**config.mk**
```make
export PLATFORM = sky130hd
export DESIGN_NAME = line_buffer_ctrl
export DESIGN_NICKNAME = d
export VERILOG_FILES = /design/src/rtl/lb_pkg.sv /design/src/rtl/line_buffer_window_regs.sv /design/src/rtl/line_buffer_ctrl.sv
export SDC_FILE = /design/constraint.sdc
export NUM_CORES = 1
export LEC_CHECK = 0
export CAP_MARGIN = 10
export CORE_MARGIN = 3
export CORE_UTILIZATION = 45
export DETAILED_ROUTE_END_ITERATION = 16
export GPL_ROUTABILITY_DRIVEN = 0
export PLACE_DENSITY = 0.8
export SLEW_MARGIN = 20
export SYNTH_ARGS = -nofsm -noshare
export SYNTH_HDL_FRONTEND = slang
export SYNTH_SLANG_ARGS = --single-unit
```
**constraint.sdc**
```tcl
create_clock -name clk -period 4.2 [get_ports clk]
set_input_delay 1.26 -clock clk [delete_from_list [all_inputs] [get_ports clk]]
set_output_delay 1.26 -clock clk [all_outputs]
set_load 0.02 [all_outputs]
```
**src/rtl/lb_pkg.sv**
```systemverilog
// Shared types and constants for the line buffer group controller:
// FSM states, window geometry and the window element indexing helper.
package lb_pkg;

  localparam int LB_D_WIDTH = 16;

  typedef logic [LB_D_WIDTH-1:0] win_elem_t;

  typedef enum logic [1:0] {
    IDLE   = 2'd0,
    FILL   = 2'd1,
    STREAM = 2'd2,
    DONE   = 2'd3
  } lb_state_t;

  localparam int WIN_ROWS  = 3;
  localparam int WIN_COLS  = 3;
  localparam int WIN_ELEMS = WIN_ROWS * WIN_COLS;

  // Window rows: top is the oldest image row (buffer II), bottom is the live pixel.
  localparam int WIN_TOP = 0;
  localparam int WIN_MID = 1;
  localparam int WIN_BOT = 2;

  function automatic int win_idx(input int row, input int col);
    return WIN_COLS * row + col;
  endfunction

endpackage

```
**src/rtl/line_buffer_window_regs.sv**
```systemverilog
// 3x3 window shift register: each shift moves the window one column left and
// loads a new right-hand column; the window is presented packed, element 3*row+col.
module line_buffer_window_regs
  import lb_pkg::*;
#(
  parameter int D_WIDTH = LB_D_WIDTH
) (
  input  logic                         clk,
  input  logic                         rst,
  input  logic                         shift,
  input  logic [D_WIDTH-1:0]           col_top,
  input  logic [D_WIDTH-1:0]           col_mid,
  input  logic [D_WIDTH-1:0]           col_bot,
  output logic [WIN_ELEMS*D_WIDTH-1:0] win_data
);

  logic [D_WIDTH-1:0] win_r  [WIN_ROWS][WIN_COLS];
  logic [D_WIDTH-1:0] col_in [WIN_ROWS];

  // Route the incoming column onto window rows.
  always_comb begin
    col_in[WIN_TOP] = col_top;
    col_in[WIN_MID] = col_mid;
    col_in[WIN_BOT] = col_bot;
  end

  // Column shift; the newest column enters at the right (col 2).
  always_ff @(posedge clk) begin
    if (rst) begin
      for (int i = 0; i < WIN_ROWS; i++) begin
        for (int j = 0; j < WIN_COLS; j++) begin
          win_r[i][j] <= '0;
        end
      end
    end else if (shift) begin
      for (int i = 0; i < WIN_ROWS; i++) begin
        for (int j = 0; j < WIN_COLS - 1; j++) begin
          win_r[i][j] <= win_r[i][j+1];
        end
        win_r[i][WIN_COLS-1] <= col_in[i];
      end
    end
  end

  // Pack the registered window onto the output bus.
  always_comb begin
    win_data = '0;
    for (int i = 0; i < WIN_ROWS; i++) begin
      for (int j = 0; j < WIN_COLS; j++) begin
        win_data[win_idx(i, j)*D_WIDTH +: D_WIDTH] = win_r[i][j];
      end
    end
  end

endmodule

```
**src/rtl/line_buffer_ctrl.sv**
```systemverilog
// Line buffer group controller: turns a raster pixel stream into sliding 3x3
// windows using two external SRAM line buffers (I holds row r-1, II holds row r-2).
module line_buffer_ctrl
  import lb_pkg::*;
#(
  parameter int D_WIDTH    = LB_D_WIDTH,
  parameter int ADDR_BITS  = 5,
  parameter int IMG_WIDTH  = 30,
  parameter int IMG_HEIGHT = 30,
  parameter int CNT_BITS   = 5
) (
  input  logic                         clk,
  input  logic                         rst,
  input  logic                         start,
  input  logic                         in_valid,
  output logic                         in_ready,
  input  logic [D_WIDTH-1:0]           in_data,
  output logic                         busy,
  output logic [ADDR_BITS-1:0]         lb_rd_addr_I,
  output logic [ADDR_BITS-1:0]         lb_rd_addr_II,
  input  logic [D_WIDTH-1:0]           lb_rd_data_I,
  input  logic [D_WIDTH-1:0]           lb_rd_data_II,
  output logic [ADDR_BITS-1:0]         lb_wr_addr_I,
  output logic [ADDR_BITS-1:0]         lb_wr_addr_II,
  output logic                         lb_wr_en_I,
  output logic                         lb_wr_en_II,
  output logic [D_WIDTH-1:0]           lb_wr_data_I,
  output logic [D_WIDTH-1:0]           lb_wr_data_II,
  output logic                         win_valid,
  output logic [WIN_ELEMS*D_WIDTH-1:0] win_data,
  output logic [CNT_BITS-1:0]          win_row,
  output logic [CNT_BITS-1:0]          win_col,
  output logic                         frame_done
);

  localparam logic [CNT_BITS-1:0] COL_LAST  = CNT_BITS'(IMG_WIDTH - 1);
  localparam logic [CNT_BITS-1:0] ROW_LAST  = CNT_BITS'(IMG_HEIGHT - 1);
  localparam logic [CNT_BITS-1:0] FILL_LAST = CNT_BITS'(1);
  localparam logic [CNT_BITS-1:0] WIN_OFS   = CNT_BITS'(2);

  lb_state_t           state_r;
  lb_state_t           state_nxt;
  logic [CNT_BITS-1:0] row_r;
  logic [CNT_BITS-1:0] col_r;
  logic                accept_s;
  logic                row_end_s;
  logic                frame_end_s;
  logic                start_ok_s;

  logic                acc_d_r;
  logic [D_WIDTH-1:0]  pix_d_r;
  logic [CNT_BITS-1:0] row_d_r;
  logic [CNT_BITS-1:0] col_d_r;
  logic                last_d_r;
  logic                last_d2_r;

  logic                win_valid_r;
  logic [CNT_BITS-1:0] win_row_r;
  logic [CNT_BITS-1:0] win_col_r;
  logic                frame_done_r;

  // A pixel is never taken in the reset cycle, so an aborted frame leaves no trace.
  assign accept_s    = in_valid && in_ready && !rst;
  assign row_end_s   = (col_r == COL_LAST);
  assign frame_end_s = row_end_s && (row_r == ROW_LAST);
  assign start_ok_s  = start && ((state_r == IDLE) || (state_r == DONE));

  // State register.
  always_ff @(posedge clk) begin
    if (rst) begin
      state_r <= IDLE;
    end else begin
      state_r <= state_nxt;
    end
  end

  // Next-state logic.
  always_comb begin
    state_nxt = state_r;
    case (state_r)
      IDLE: begin
        if (start) state_nxt = FILL;
        else       state_nxt = IDLE;
      end
      FILL: begin
        if (accept_s && row_end_s && (row_r == FILL_LAST)) state_nxt = STREAM;
        else                                                state_nxt = FILL;
      end
      STREAM: begin
        if (accept_s && frame_end_s) state_nxt = DONE;
        else                         state_nxt = STREAM;
      end
      DONE: begin
        if (start) state_nxt = FILL;
        else       state_nxt = DONE;
      end
      default: state_nxt = IDLE;
    endcase
  end

  // State-decoded outputs.
  always_comb begin
    in_ready = 1'b0;
    busy     = 1'b0;
    case (state_r)
      FILL, STREAM: begin
        in_ready = 1'b1;
        busy     = 1'b1;
      end
      default: begin
        in_ready = 1'b0;
        busy     = 1'b0;
      end
    endcase
  end

  // Raster position of the next pixel; row holds at the last row once the frame ends.
  always_ff @(posedge clk) begin
    if (rst || start_ok_s) begin
      row_r <= '0;
      col_r <= '0;
    end else if (accept_s) begin
      if (row_end_s) begin
        col_r <= '0;
        if (!frame_end_s) row_r <= row_r + CNT_BITS'(1);
      end else begin
        col_r <= col_r + CNT_BITS'(1);
      end
    end
  end

  // Accept-delayed stage: drives buffer writes and the window column shift.
  always_ff @(posedge clk) begin
    if (rst) begin
      acc_d_r  <= 1'b0;
      pix_d_r  <= '0;
      row_d_r  <= '0;
      col_d_r  <= '0;
      last_d_r <= 1'b0;
    end else begin
      acc_d_r  <= accept_s;
      last_d_r <= accept_s && frame_end_s;
      if (accept_s) begin
        pix_d_r <= in_data;
        row_d_r <= row_r;
        col_d_r <= col_r;
      end
    end
  end

  // Window qualification; column gating keeps windows from straddling a row wrap.
  always_ff @(posedge clk) begin
    if (rst) begin
      win_valid_r  <= 1'b0;
      win_row_r    <= '0;
      win_col_r    <= '0;
      last_d2_r    <= 1'b0;
      frame_done_r <= 1'b0;
    end else begin
      win_valid_r  <= acc_d_r && (row_d_r >= WIN_OFS) && (col_d_r >= WIN_OFS);
      last_d2_r    <= last_d_r;
      frame_done_r <= last_d2_r;
      if (acc_d_r) begin
        win_row_r <= row_d_r - WIN_OFS;
        win_col_r <= col_d_r - WIN_OFS;
      end
    end
  end

  assign lb_rd_addr_I  = ADDR_BITS'(col_r);
  assign lb_rd_addr_II = ADDR_BITS'(col_r);

  // Rotation: I takes the live pixel, II takes what I held at this column.
  assign lb_wr_en_I    = acc_d_r && !rst;
  assign lb_wr_en_II   = acc_d_r && !rst;
  assign lb_wr_addr_I  = ADDR_BITS'(col_d_r);
  assign lb_wr_addr_II = ADDR_BITS'(col_d_r);
  assign lb_wr_data_I  = pix_d_r;
  assign lb_wr_data_II = lb_wr_en_I ? lb_rd_data_I : '0;

  assign win_valid  = win_valid_r;
  assign win_row    = win_row_r;
  assign win_col    = win_col_r;
  assign frame_done = frame_done_r;

  line_buffer_window_regs #(
    .D_WIDTH (D_WIDTH)
  ) u_window (
    .clk      (clk),
    .rst      (rst),
    .shift    (acc_d_r),
    .col_top  (lb_rd_data_II),
    .col_mid  (lb_rd_data_I),
    .col_bot  (pix_d_r),
    .win_data (win_data)
  );

endmodule

```
; ---- Word level (Yosys, flattened, before mapping)
; Memories as Yosys holds them, arrays and structs flattened.
; Cells that the tools add are included.
[classes]
n_addsub = 4
magnitude_cmp = 2
eq_ne = 6
muxes = 22
n_bitwise = 10
n_reduce_logical = 16
[ops]
columns = operator, n
row1 = $mux W16, 10
row2 = $add A5 B1 Y5 const B, 2
row3 = $eq A5 B5 Y1 const B, 2
row4 = $ge A5 B2 Y1 const B, 2
row5 = $logic_and A1 B1 Y1, 10
row6 = $sub A5 B2 Y5 const B, 2
row7 = $or A1 B1 Y1, 9
row8 = $mux W1, 8
row9 = $pmux W2 S4, 1
row10 = $eq A5 B1 Y1 const B, 1
row11 = $mux W5, 1
row12 = $eq A2 B2 Y1 const B, 2
row13 = $mux W2, 2
row14 = $reduce_and A3 Y1, 1
row15 = $eq A2 B1 Y1 const B, 1
row16 = $logic_not A2 Y1, 1
row17 = $logic_or A1 B1 Y1, 2
row18 = $reduce_or A2 Y1, 1
row19 = $logic_not A1 Y1, 1
row20 = $not A1 Y1, 1
[word_totals]
reg_bits = 53
ramBits = 144
input_bits = 52
output_inout_bits = 212
word_cells = 74
memories = 1
[memory_table]
columns = name, depth, word_bits, rd, rd_clocked_by_memory_dff, write_ports, line
row1 = u_window.win_r, 3, 48, 3, 0, 3, line_buffer_window_regs.sv:17  ; logic [D_WIDTH-1:0] win_r [WIN_ROWS][WIN_COLS];

; ---- Longest topological paths before layout
[logic_depth]
ltp_word = 9
mapped_depth = 8

; ---- Modules after synthesis
; Synthesis repeated with hierarchy kept, for this count alone.
[unflattened]
cells_unflattened = 554
hier_area_um2 = 8067.7
[modules_own_cells]
columns = mod, n_inst, cells_each, area_each_um2, seq_area_each_um2
row1 = line_buffer_window_regs, 1, 320, 5781.8, 4324.1
row2 = line_buffer_ctrl, 1, 234, 2285.9, 1061.0

; ---- Least setup slack after synthesis
; No wires, ideal clock.
[synth_path]
path_kind = input port to flip-flop
start = input rst
end = memory u_window.win_r[0][0] (netlist name), enable pin
setup_ns = 0.443
arrival_ns = 3.174
required_ns = 3.757
setup_slack_ns = 0.583
cell_stages = 2
path_buffers = 1
cell_sequence = buf_4 or2_2
[synth_lines]
columns = item, line
row1 = from (decl), line_buffer_ctrl.sv:13  ; input logic rst,
row2 = to (decl), line_buffer_window_regs.sv:17

; ---- Final worst setup path
[layout_path]
start = input rst
end = output lb_wr_data_II[4]
[layout_via]
elab_chain_cells = 3
[layout_rtl]
columns = item, line
row1 = $logic_not A1 Y1, line_buffer_ctrl.sv:174  ; assign lb_wr_en_I = acc_d_r && !rst;
row2 = $logic_and A1 B1 Y1, line_buffer_ctrl.sv:174
row3 = $mux W16, line_buffer_ctrl.sv:179  ; assign lb_wr_data_II = lb_wr_en_I ? lb_rd_data_I : '0;
row4 = to (decl), line_buffer_ctrl.sv:28  ; output logic [D_WIDTH-1:0] lb_wr_data_II,
; Every way passes these cells.

==> results.yml <==
floorplanning:
  num_rows: 46
  die-area_mm2: 0.0185
  ioPinCount: 264
  coreArea_mm2: 0.0162
  start_util: 0.469
  die_x_um: 136
  chipHeight_um: 136
power_and_ir_drop:
  p_leak_nw: 4.21
  vdd_ir_drop_max_uv: 255
  power_density_mw_per_mm2: 372
  p_total_w: 0.00409
worst_setup_path:
  crit_buf_inv: 3
  crit_chain: "clkdlybuf4s50_1, nor2b_4, buf_12, and2_1, clkdlybuf4s50_1"
  slowest_delay_ns: 0.61
  worstPathRequired_ns: 2.94
  end_kind: "output pin"
  start_kind: "input pin"
  path_class: "in2out"
  critical-path-slowest-cell: "clkdlybuf4s50_1"
  r2r_end: "row_r[1]$_SDFFE_PP0P_"
  r2r_cells: 7
  r2r-start: "state_r[0]$_SDFF_PP0_"
  crit_top_cell: "clkdlybuf4s50_1"
  r2r_setup_slack_ns: 1.65
  worst-path-max-fanout: 37
  cp_top_family: "buffers and inverters"
  critical_path_arrival_ns: 2.88
  crit_path_start: "rst"
clocking:
  root_buffer: "clkbuf_16"
  cts_buffer_depth: 2
  clk_pin_slew_ns: 0.07
  clkLatencyLatePin_ns: 0.42
  clock_sinks: 197
  cts_buffers: 17
  postCtsSetupRepairBufs: 0
  cts.htree.levels: 4
  cts_tree: "built"
drt:
  drt-initial-drc-count: 318
  antenna_left: 0
  first_pass_iters: 4
  routed_wl_um: 18200
  via_count: 5058
  drt-wirelength-per-cell_um: 17.7
  routed_via_density: 4.92
  drc_errors: 0
final_layout:
  drive_above_1_share: 0.0628
  synthToLayoutAreaGrowth_pct: 45.0
  final_common_cell: "clkdlybuf4s50_1"
  stdcell_count: 1028
  n_antenna_cell: 0
  final_cell_mix: "252 x clkdlybuf4s50_1, 160 x and2_1, 144 x edfxtp_1"
  nets: 861
  post-route-util: 0.681
global_routing:
  global_route.usage.total: 0.195
  gr-total-overflow: 0
  grt_max_degree: 61
  antenna_found_initial: 0
  grt_pass1_vias: 5103
  grt_pass1_wl_um: 27500
timing:
  fin_crit_ns: 4.14
  slew_headroom: 0.507
  whs_ns: 0.440
  tightestPinTransition_ns: 0.738
  final_max_slew_viol_count: 0
  finalClockSkew_ns: 0.0116
  fin_tns_setup_ns: 0
  setup_viol: 0
  hold_viol_final: 0
  min_period_over_period: 0.985
  max_freq_mhz: 242
synthesis:
  syn_inst: 543
  syn_area_mm2: 0.00759
  netlist-cell-type-count: 42
  synth_seq_cells: 197
  syn_area_per_cell_um2: 14.0
  synth-seq-area-share: 0.709
  synth_nets: 605
  ys_warn_count: 0
min_path:
  hold-path-cell-count: 1
  whs_endpoint: "frame_done$_SDFF_PP0_"
  hold_path.class: "reg2reg"
  hold_start: "last_d2_r$_SDFF_PP0_"
place:
  io_buffers: 263
  dp_cells: 996
  post-dp-hpwl_um: 13600
run_status:
  outcome: "finished, final reports clean"
run:
  maxCapViolCount: 0
-- Yosys cell counts --
cell / instances / area (um2)
dfxtp_1: 53 / 1060
clkbuf_1: 22 / 82.6
buf_6: 1 / 11.3
a211oi_2: 1 / 12.5
clkinv_1: 1 / 3.75
mux2i_1: 5 / 50.1
nand4_1: 4 / 25.0
buf_4: 13 / 97.6
nor3b_1: 2 / 15.0
or4b_1: 1 / 10.0
nand3b_1: 1 / 7.51
buf_2: 4 / 20.0
o211ai_1: 3 / 22.5
nor2_1: 12 / 45.0
xnor2_1: 4 / 35.0
nand4b_1: 1 / 8.76
nor2b_1: 3 / 18.8
nand2_1: 9 / 33.8
nand3_1: 2 / 10.0
and2_1: 160 / 1000
or3_1: 5 / 31.3
o31ai_1: 2 / 15.0
and4_2: 1 / 10.0
o31a_1: 2 / 17.5
or4_1: 2 / 15.0
o21ai_0: 7 / 35.0
a22o_2: 1 / 10.0
a211oi_1: 9 / 67.6
nor4_1: 2 / 12.5
a22o_1: 21 / 184
inv_1: 15 / 56.3
buf_1: 1 / 3.75
and4_1: 1 / 8.76
a31oi_1: 2 / 12.5
o41ai_1: 1 / 8.76
nor3_1: 4 / 20.0
o221ai_1: 1 / 8.76
a21o_1: 1 / 7.51
a21oi_1: 8 / 40.0
or2_2: 1 / 6.26
edfxtp_1: 144 / 4320
ha_1: 10 / 125
-- sequential cells by signal (all words and copies together) (netlist names) --
name and flops:
last_d_r 1, acc_d_r 1, lb_wr_addr_I 5, row_r 5, u_window.win_r 144, frame_done 1, lb_rd_addr_I 5, row_d_r 5
last_d2_r 1, win_valid 1, state_r 2, lb_wr_data_I 16, win_row 5, win_col 5
-- routing by layer --
layer / GRT usage / up-vias / part of all wire / wire length [um]
met2: 0.343 / 232 / 0.51 / 9300
met3: 0.0563 / 33 / 0.080 / 1460
li1: - / 2416 / - / -
met5: 0 / - / 0 / 0
met1: 0.221 / 2377 / 0.38 / 6930
met4: 0.0845 / 0 / 0.028 / 511
-- metrics by stage --
step | area, um2 | setup WS (ns)
after floorplan | 7590 | 0.583
after global placement | 10500 | 0.0450
after detailed placement | 10500 | 0.00160
after CTS | 11000 | 0.00736
after global routing | 11000 | -0.000593
final | 11000 | 0.0643
-- area by class of cell --
type / instances / area (um2)
flip-flops and latches: 197 / 5390
clock buffers: 18 / 429
repair buffers: 278 / 2820
multi-input cells: 289 / 1950
clock inverters: 14 / 98.8
fillers: 1140 / 5160
inverters: 16 / 60.1
well taps: 216 / 270
-- power by group --
group / switching [W] / internal (W)
Clock: 0.000690 / 0.000763
Combinational: 0.000228 / 0.000207
Sequential: 0.0000377 / 0.00217
-- worst max-delay path by stage --
stage / slack, ns / cells past startpoint / to
finish: 0.06 / 5 / lb_wr_data_II[4]
global placement: 0.04 / 5 / lb_wr_data_II[8]
detailed placement: 0.002 / 5 / lb_wr_data_II[6]
floorplan: 0.58 / 2 / u_window.win_r[0][0]$_SDFFCE_PN0P_
global route: -0.0006 / 5 / lb_wr_data_II[5]
CTS: 0.007 / 5 / lb_wr_data_II[2]
-- what timing repair did --
| action | in CTS | in global routing |
|---|---|---|
| gates resized for setup | 2 | 9 |
| gates cloned | 0 | 0 |
| hold buffers | 0 | 0 |
| setup endpoints to repair | 2 | 9 |
| endpoints found under the hold margin | 0 | 0 |
-- cells by family after synthesis --
kind of cell               count (synthesis)  share of synthesized area
xor gates and xnor gates                   4                    0.00461
AOI/OAI and AO/OA                         59                     0.0582
buffers and inverters                     57                     0.0363
and+or+nand+nor                          211                      0.168
DFF                                      197                      0.709
adders and majority gates                 10                     0.0165
muxes                                      5                    0.00659
No activity file was read; power rests on OpenSTA's default activity.
